===== src/rtl/imu_spi_responder.sv =====
`default_nettype none
// ============================================================================
//  Module      : imu_spi_responder
//  Description : SPI mode-3 responder emulating an ST-style accelerometer
//                (WHO_AM_I, CTRL1-4, STATUS, OUT_X/Y/Z with per-burst snapshot)
//  Revision    : 1.0 - initial release
// ============================================================================
module imu_spi_responder #(
    parameter logic [7:0] WHO_AM_I_VAL = 8'h33,
    parameter logic [7:0] CTRL1_RST    = 8'h00
) (
    input  logic        clk,
    input  logic        reset,
    input  logic        CS,
    input  logic        SPC,
    input  logic        SDI,
    output logic        SDO,
    input  logic [15:0] x_data,
    input  logic [15:0] y_data,
    input  logic [15:0] z_data,
    output logic [7:0]  ctrl1,
    output logic        txn_done
);

    localparam logic [1:0] c_st_idle = 2'd0;
    localparam logic [1:0] c_st_cmd  = 2'd1;
    localparam logic [1:0] c_st_data = 2'd2;

    localparam logic [7:0] c_status_val = 8'h0F;

    logic        r_cs_meta, r_cs_sync, r_cs_prev;
    logic        r_spc_meta, r_spc_sync, r_spc_prev;
    logic        r_sdi_meta, r_sdi_sync;

    logic [1:0]  r_state, w_state_nxt;
    logic [2:0]  r_bit_cnt;
    logic [6:0]  r_shift;
    logic        r_rw, r_ms;
    logic [5:0]  r_addr;
    logic [7:0]  r_tx_byte;
    logic [47:0] r_snapshot;
    logic [7:0]  r_ctrl [0:3];
    logic        r_sdo, r_data_seen, r_txn_done;

    logic        w_cs_rise, w_cs_fall, w_spc_rise, w_spc_fall, w_spc_ok;
    logic        w_cmd_rise, w_data_rise, w_data_fall;
    logic        w_byte_end, w_wr_hit;
    logic [7:0]  w_byte_in;
    logic [5:0]  w_next_addr, w_rd_addr;
    logic [47:0] w_rd_snap;
    logic [7:0]  w_rd_data;

    always_ff @(posedge clk or negedge reset) begin
        if (!reset) begin
            r_cs_meta  <= 1'b1;
            r_cs_sync  <= 1'b1;
            r_cs_prev  <= 1'b1;
            r_spc_meta <= 1'b1;
            r_spc_sync <= 1'b1;
            r_spc_prev <= 1'b1;
            r_sdi_meta <= 1'b0;
            r_sdi_sync <= 1'b0;
        end else begin
            r_cs_meta  <= CS;
            r_cs_sync  <= r_cs_meta;
            r_cs_prev  <= r_cs_sync;
            r_spc_meta <= SPC;
            r_spc_sync <= r_spc_meta;
            r_spc_prev <= r_spc_sync;
            r_sdi_meta <= SDI;
            r_sdi_sync <= r_sdi_meta;
        end
    end

    // CS edges take priority; SPC edges only count while CS is low and stable
    assign w_cs_rise  = ~r_cs_prev & r_cs_sync;
    assign w_cs_fall  = r_cs_prev & ~r_cs_sync;
    assign w_spc_ok   = ~r_cs_sync & ~w_cs_fall;
    assign w_spc_rise = ~r_spc_prev & r_spc_sync & w_spc_ok;
    assign w_spc_fall = r_spc_prev & ~r_spc_sync & w_spc_ok;

    always_ff @(posedge clk or negedge reset) begin
        if (!reset) r_state <= c_st_idle;
        else        r_state <= w_state_nxt;
    end

    always_comb begin
        w_state_nxt = r_state;
        case (r_state)
            c_st_idle: if (w_cs_fall) w_state_nxt = c_st_cmd;
            c_st_cmd: begin
                if (w_cs_rise)                          w_state_nxt = c_st_idle;
                else if (w_cs_fall)                     w_state_nxt = c_st_cmd;
                else if (w_cmd_rise && r_bit_cnt == 3'd7) w_state_nxt = c_st_data;
            end
            c_st_data: begin
                if (w_cs_rise)      w_state_nxt = c_st_idle;
                else if (w_cs_fall) w_state_nxt = c_st_cmd;
            end
            default: w_state_nxt = c_st_idle;
        endcase
    end

    always_comb begin
        w_cmd_rise  = 1'b0;
        w_data_rise = 1'b0;
        w_data_fall = 1'b0;
        case (r_state)
            c_st_cmd:  w_cmd_rise = w_spc_rise;
            c_st_data: begin
                w_data_rise = w_spc_rise;
                w_data_fall = w_spc_fall & r_rw;
            end
            default: ;
        endcase
    end

    assign w_byte_in   = {r_shift, r_sdi_sync};
    assign w_byte_end  = (w_cmd_rise | w_data_rise) && (r_bit_cnt == 3'd7);
    assign w_next_addr = r_ms ? r_addr + 6'd1 : r_addr;
    assign w_wr_hit    = (r_addr[5:2] == 4'b1000);

    // The command byte reads with the live axis inputs, which become the snapshot
    assign w_rd_addr = (r_state == c_st_cmd) ? w_byte_in[5:0] : w_next_addr;
    assign w_rd_snap = (r_state == c_st_cmd) ? {z_data, y_data, x_data} : r_snapshot;

    always_comb begin
        w_rd_data = 8'h00;
        case (w_rd_addr)
            6'h0F:                      w_rd_data = WHO_AM_I_VAL;
            6'h20, 6'h21, 6'h22, 6'h23: w_rd_data = r_ctrl[w_rd_addr[1:0]];
            6'h27:                      w_rd_data = c_status_val;
            6'h28:                      w_rd_data = w_rd_snap[7:0];
            6'h29:                      w_rd_data = w_rd_snap[15:8];
            6'h2A:                      w_rd_data = w_rd_snap[23:16];
            6'h2B:                      w_rd_data = w_rd_snap[31:24];
            6'h2C:                      w_rd_data = w_rd_snap[39:32];
            6'h2D:                      w_rd_data = w_rd_snap[47:40];
            default:                    w_rd_data = 8'h00;
        endcase
    end

    always_ff @(posedge clk or negedge reset) begin
        if (!reset) begin
            r_bit_cnt   <= 3'd0;
            r_shift     <= 7'd0;
            r_rw        <= 1'b0;
            r_ms        <= 1'b0;
            r_addr      <= 6'd0;
            r_tx_byte   <= 8'd0;
            r_snapshot  <= 48'd0;
            r_ctrl[0]   <= CTRL1_RST;
            r_ctrl[1]   <= 8'h00;
            r_ctrl[2]   <= 8'h00;
            r_ctrl[3]   <= 8'h00;
            r_sdo       <= 1'b1;
            r_data_seen <= 1'b0;
            r_txn_done  <= 1'b0;
        end else begin
            r_txn_done <= 1'b0;
            if (w_cs_rise) begin
                r_sdo       <= 1'b1;
                r_bit_cnt   <= 3'd0;
                r_txn_done  <= r_data_seen;
                r_data_seen <= 1'b0;
            end else if (w_cs_fall) begin
                r_sdo       <= 1'b1;
                r_bit_cnt   <= 3'd0;
                r_data_seen <= 1'b0;
            end else begin
                if (w_cmd_rise || w_data_rise) begin
                    r_shift   <= w_byte_in[6:0];
                    r_bit_cnt <= r_bit_cnt + 3'd1;
                end
                if (w_byte_end && w_cmd_rise) begin
                    r_rw   <= w_byte_in[7];
                    r_ms   <= w_byte_in[6];
                    r_addr <= w_byte_in[5:0];
                    if (w_byte_in[7]) begin
                        r_snapshot <= {z_data, y_data, x_data};
                        r_tx_byte  <= w_rd_data;
                    end
                end
                if (w_byte_end && w_data_rise) begin
                    r_data_seen <= 1'b1;
                    r_addr      <= w_next_addr;
                    if (r_rw)
                        r_tx_byte <= w_rd_data;
                    else if (w_wr_hit)
                        r_ctrl[r_addr[1:0]] <= w_byte_in;
                end
                if (w_data_fall) begin
                    r_sdo     <= r_tx_byte[7];
                    r_tx_byte <= {r_tx_byte[6:0], 1'b0};
                end
            end
        end
    end

    assign SDO      = r_sdo;
    assign ctrl1    = r_ctrl[0];
    assign txn_done = r_txn_done;

endmodule
`default_nettype wire


===== config.mk =====
export PLATFORM = sky130hd
export DESIGN_NAME = imu_spi_responder
export DESIGN_NICKNAME = d
export VERILOG_FILES = /design/src/rtl/imu_spi_responder.sv
export SDC_FILE = /design/constraint.sdc
export NUM_CORES = 1
export LEC_CHECK = 0
export ABC_AREA = 1
export CORE_UTILIZATION = 58
export CTS_CLUSTER_DIAMETER = 40
export DETAILED_ROUTE_END_ITERATION = 16
export GPL_ROUTABILITY_DRIVEN = 0
export HOLD_SLACK_MARGIN = 0.08
export PLACE_DENSITY = 0.88
export SETUP_SLACK_MARGIN = 0.4
export SLEW_MARGIN = 20
export SYNTH_ARGS = -nofsm -noshare
export SYNTH_HDL_FRONTEND = slang
export SYNTH_SLANG_ARGS = --single-unit

===== constraint.sdc =====
create_clock -name clk -period 2.3 [get_ports clk]
set_input_delay 0.69 -clock clk [delete_from_list [all_inputs] [get_ports clk]]
set_output_delay 0.69 -clock clk [all_outputs]
set_load 0.05 [all_outputs]

==> results.yml <==
power:
  peakVddDrop_mv: 0.671
  p_int_mw: 4.74
  pwr-share-comb_pct: 33.2
  power_frac_clock_pct: 36.6
  switching_share_pct: 37.7
  power_density_mw_per_mm2: 847
  power_frac_seq_pct: 30.2
  p_leak_nw: 4.70
  p_sw_mw: 2.87
  fin_total_pwr_mw: 7.61
synthesis:
  synth_area_leaders: "dfrtp_1, nand2_1, o21ai_0, inv_1, nand3_1"
  synth_top_area_share_pct: 40.9
  yosys.area.top_type: "dfrtp_1"
  async_reset_ff_share_pct: 100
  yosysWarnings: 0
  syn_area_per_cell_um2: 7.33
  synthTopCellsByCount: "nand2_1, o21ai_0, dfrtp_1, inv_1, nand3_1"
  ys_ff_latch: 119
  yosysSeqAreaShare_pct: 43.6
  netlist_instances: 935
  syn-num-nets: 998
  synth_area_mm2: 0.00685
  yosysMostFrequentCell: "nand2_1"
  yosysUniqueCellTypes: 36
  synth-edff-count: 0
  ys.flop_type: "dfrtp_1"
die:
  die_h_um: 111
  boundaryPins: 63
  coreArea_mm2: 0.0115
  die_area_mm2: 0.0123
  die_w_um: 111
  initial_utilization_pct: 59.8
  num_rows: 39
cts:
  clk_latency_ps: 430
  h-tree-depth: 4
  clockBufferDepth: 2
  root_buffer: "clkbuf_16"
  clk_pin_slew_ps: 60
  cts.sinks: 119
  cts_tree: "yes"
  tritoncts.num_buffers: 17
route:
  antenna_left: 0
  drtIter0Drc: 1047
  vias: 7240
  via_per_inst: 6.12
  post_drt_wl_per_cell_um: 18.7
  drcViolationCount: 0
  wirelength_um: 22100
  firstDrtPassIters: 6
critical_path:
  worst-path-buf-inv: 2
  crit_required_ps: 2630
  path_delay_family: "simple AND/OR/NAND/NOR gates"
  reg2reg_depth: 16
  reg2reg_to: "r_tx_byte[3]"
  critical-path-max-stage-delay_ps: 460
  worstPathArrival_ps: 2610
  crit_chain: "inv_4 -> ha_4 -> inv_4 -> nand2_4 -> nand3_4 -> nand2_8 -> nand2_4 -> nor2_1 -> nand4_1 -> nand2_1 -> nor2_1 -> nand2_1 -> nand3_1 -> nand2_1 -> nand2_1 -> nand2_1"
  critPathKind: "register to register"
  crit_slowest_cell: "dfrtp_2"
  crit_top_cell: "nand2_1"
  end_kind: "register"
  startpoint_type: "register"
  rr_startpoint: "r_addr[0]"
  reg2reg_setup_slack_ps: 20
  cp_max_fo: 8
sta:
  clock_skew_ps: 7.45
  fin_crit_sh_pct: 99.1
  setup_viol: 0
  fmaxAchievable_mhz: 439
  post-route-min-period_ps: 2280
  timing.hold.ws_ps: 331
  hold_viol: 0
  maxSlewViolCount: 0
  worst_pin_slew_ps: 658
  max_slew_margin_pct: 56.2
  rsz0062_at_grt: "yes"
global_routing:
  grt_pass1_vias: 6554
  overflow: 0
  antenna_found_initial: 0
  grt_max_degree: 120
  track_usage_pct: 32.4
  grt_pass1_wl_um: 31700
cells_and_area:
  diodes: 0
  final_util_pct: 78.4
  filler_cell_count: 662
  nets: 1090
  synthToLayoutAreaGrowth_pct: 31.1
  drive_above_1_share_pct: 18.5
run_status:
  run_status: "complete, no violations"
job:
  max_cap_viol_count: 0
placement:
  io_buffers: 62
  dp_hpwl_um: 11200
hold_path:
  worstHoldPathType: "input pin to asynchronous set/reset pin"
[worst reg2reg max path, stage by stage (launching register included)]
cell and delay (ps):
dfrtp_2 460, inv_4 100, ha_4 210, inv_4 50
nand2_4 50, nand3_4 90, nand2_8 100, nand2_4 150
nor2_1 80, nand4_1 200, nand2_1 100, nor2_1 220
nand2_1 100, nand3_1 90, nand2_1 60, nand2_1 60
nand2_1 40
[through the flow]
step	std cells	worst slack, ps	TNS (ps)	instance area [µm²]
4_1_cts	1162	216	0	8580
3_3_place_gp	1109	160	0	7630
6_report	1183	20.0	0	8990
5_1_grt	1183	-97.4	-458	8990
2_1_floorplan	935	360	0	6920
3_5_place_dp	1109	78.1	0	7630
[per-layer routing]
| layer | up-vias | global-route usage, % | share of wire [%] |
|---|---|---|---|
| li1 | 3150 | - | - |
| met1 | 3375 | 41.1 | 36 |
| met2 | 569 | 52.2 | 48 |
| met3 | 146 | 6.78 | 11 |
| met4 | 0 | 17.2 | 5.4 |
| met5 | - | 0 | 0 |
[worst max path at each step]
stage	slack (ps)	cells past startpoint	endpoint	start
floorplan	360	17	r_tx_byte[1]	r_addr[0]
finish	20	16	r_tx_byte[3]	r_addr[0]
global placement	160	17	r_tx_byte[3]	r_addr[0]
detailed placement	80	17	r_tx_byte[3]	r_addr[0]
CTS	220	18	r_tx_byte[4]	r_addr[1]
global route	-100	16	r_tx_byte[5]	r_addr[0]
[cell families after synthesis]
kind of cell / count (synthesis) / synth area share (%)
simple gates: 465 / 30.4
compound gates: 179 / 14.3
buf+inv: 162 / 9.84
fa+ha+maj: 10 / 1.83
flops: 119 / 43.6
[state kept, by name (all words and copies together), names as in the netlist, 2 cells and up]
signal      count
r_snapshot     48
r_ctrl         24
ctrl1           8
r_tx_byte       8
r_shift         7
r_addr          6
r_bit_cnt       3
r_state         2
[final cells by class]
cell class,instances,area (µm²),share of cell area (%)
Clock buffer,18,439,4.89
Clock inverter,14,175,1.95
Sequential cell,119,2990,33.3
Multi-Input combinational cell,655,3440,38.3
Tap cell,143,179,1.99
Timing Repair Buffer,115,1300,14.5
Inverter,119,464,5.17
[power by group through the flow]
| stage | sequential [mW] | combinational [mW] | clock (mW) |
|---|---|---|---|
| final | 2.30 | 2.53 | 2.79 |
| after global routing | 2.31 | 2.72 | 2.89 |
| after CTS | 2.29 | 2.24 | 2.78 |
| after detailed placement | 2.32 | 2.07 | 0 |
| after global placement | 2.32 | 2.03 | 0 |
| after floorplan | 2.32 | 1.56 | 0 |
[placed cells by master, fill, tap and decap left out, drive strengths merged, types with 3 or more instances in the layout]
cell type	instances
o21a	23
dfrtp	112
o211ai	6
clkdlybuf4s15	5
nor2	51
ha	10
bufinv	3
clkinv	3
clkinvlp	6
o22ai	3
o21ai	140
inv	121
buf	52
clkdlybuf4s50	51
nand2	333
nand3	73
a21oi	4
nand4	4
dfstp	7
clkbuf	24
[timing repair]
item | CTS | global route
gates resized for setup | 50 | 70
setup endpoints to repair | 109 | 108
gates cloned | 3 | 8
hold buffers | 0 | 0
pin swaps | 13 | 28
setup buffers | 18 | 13
Power figures use the tool's default switching activity.
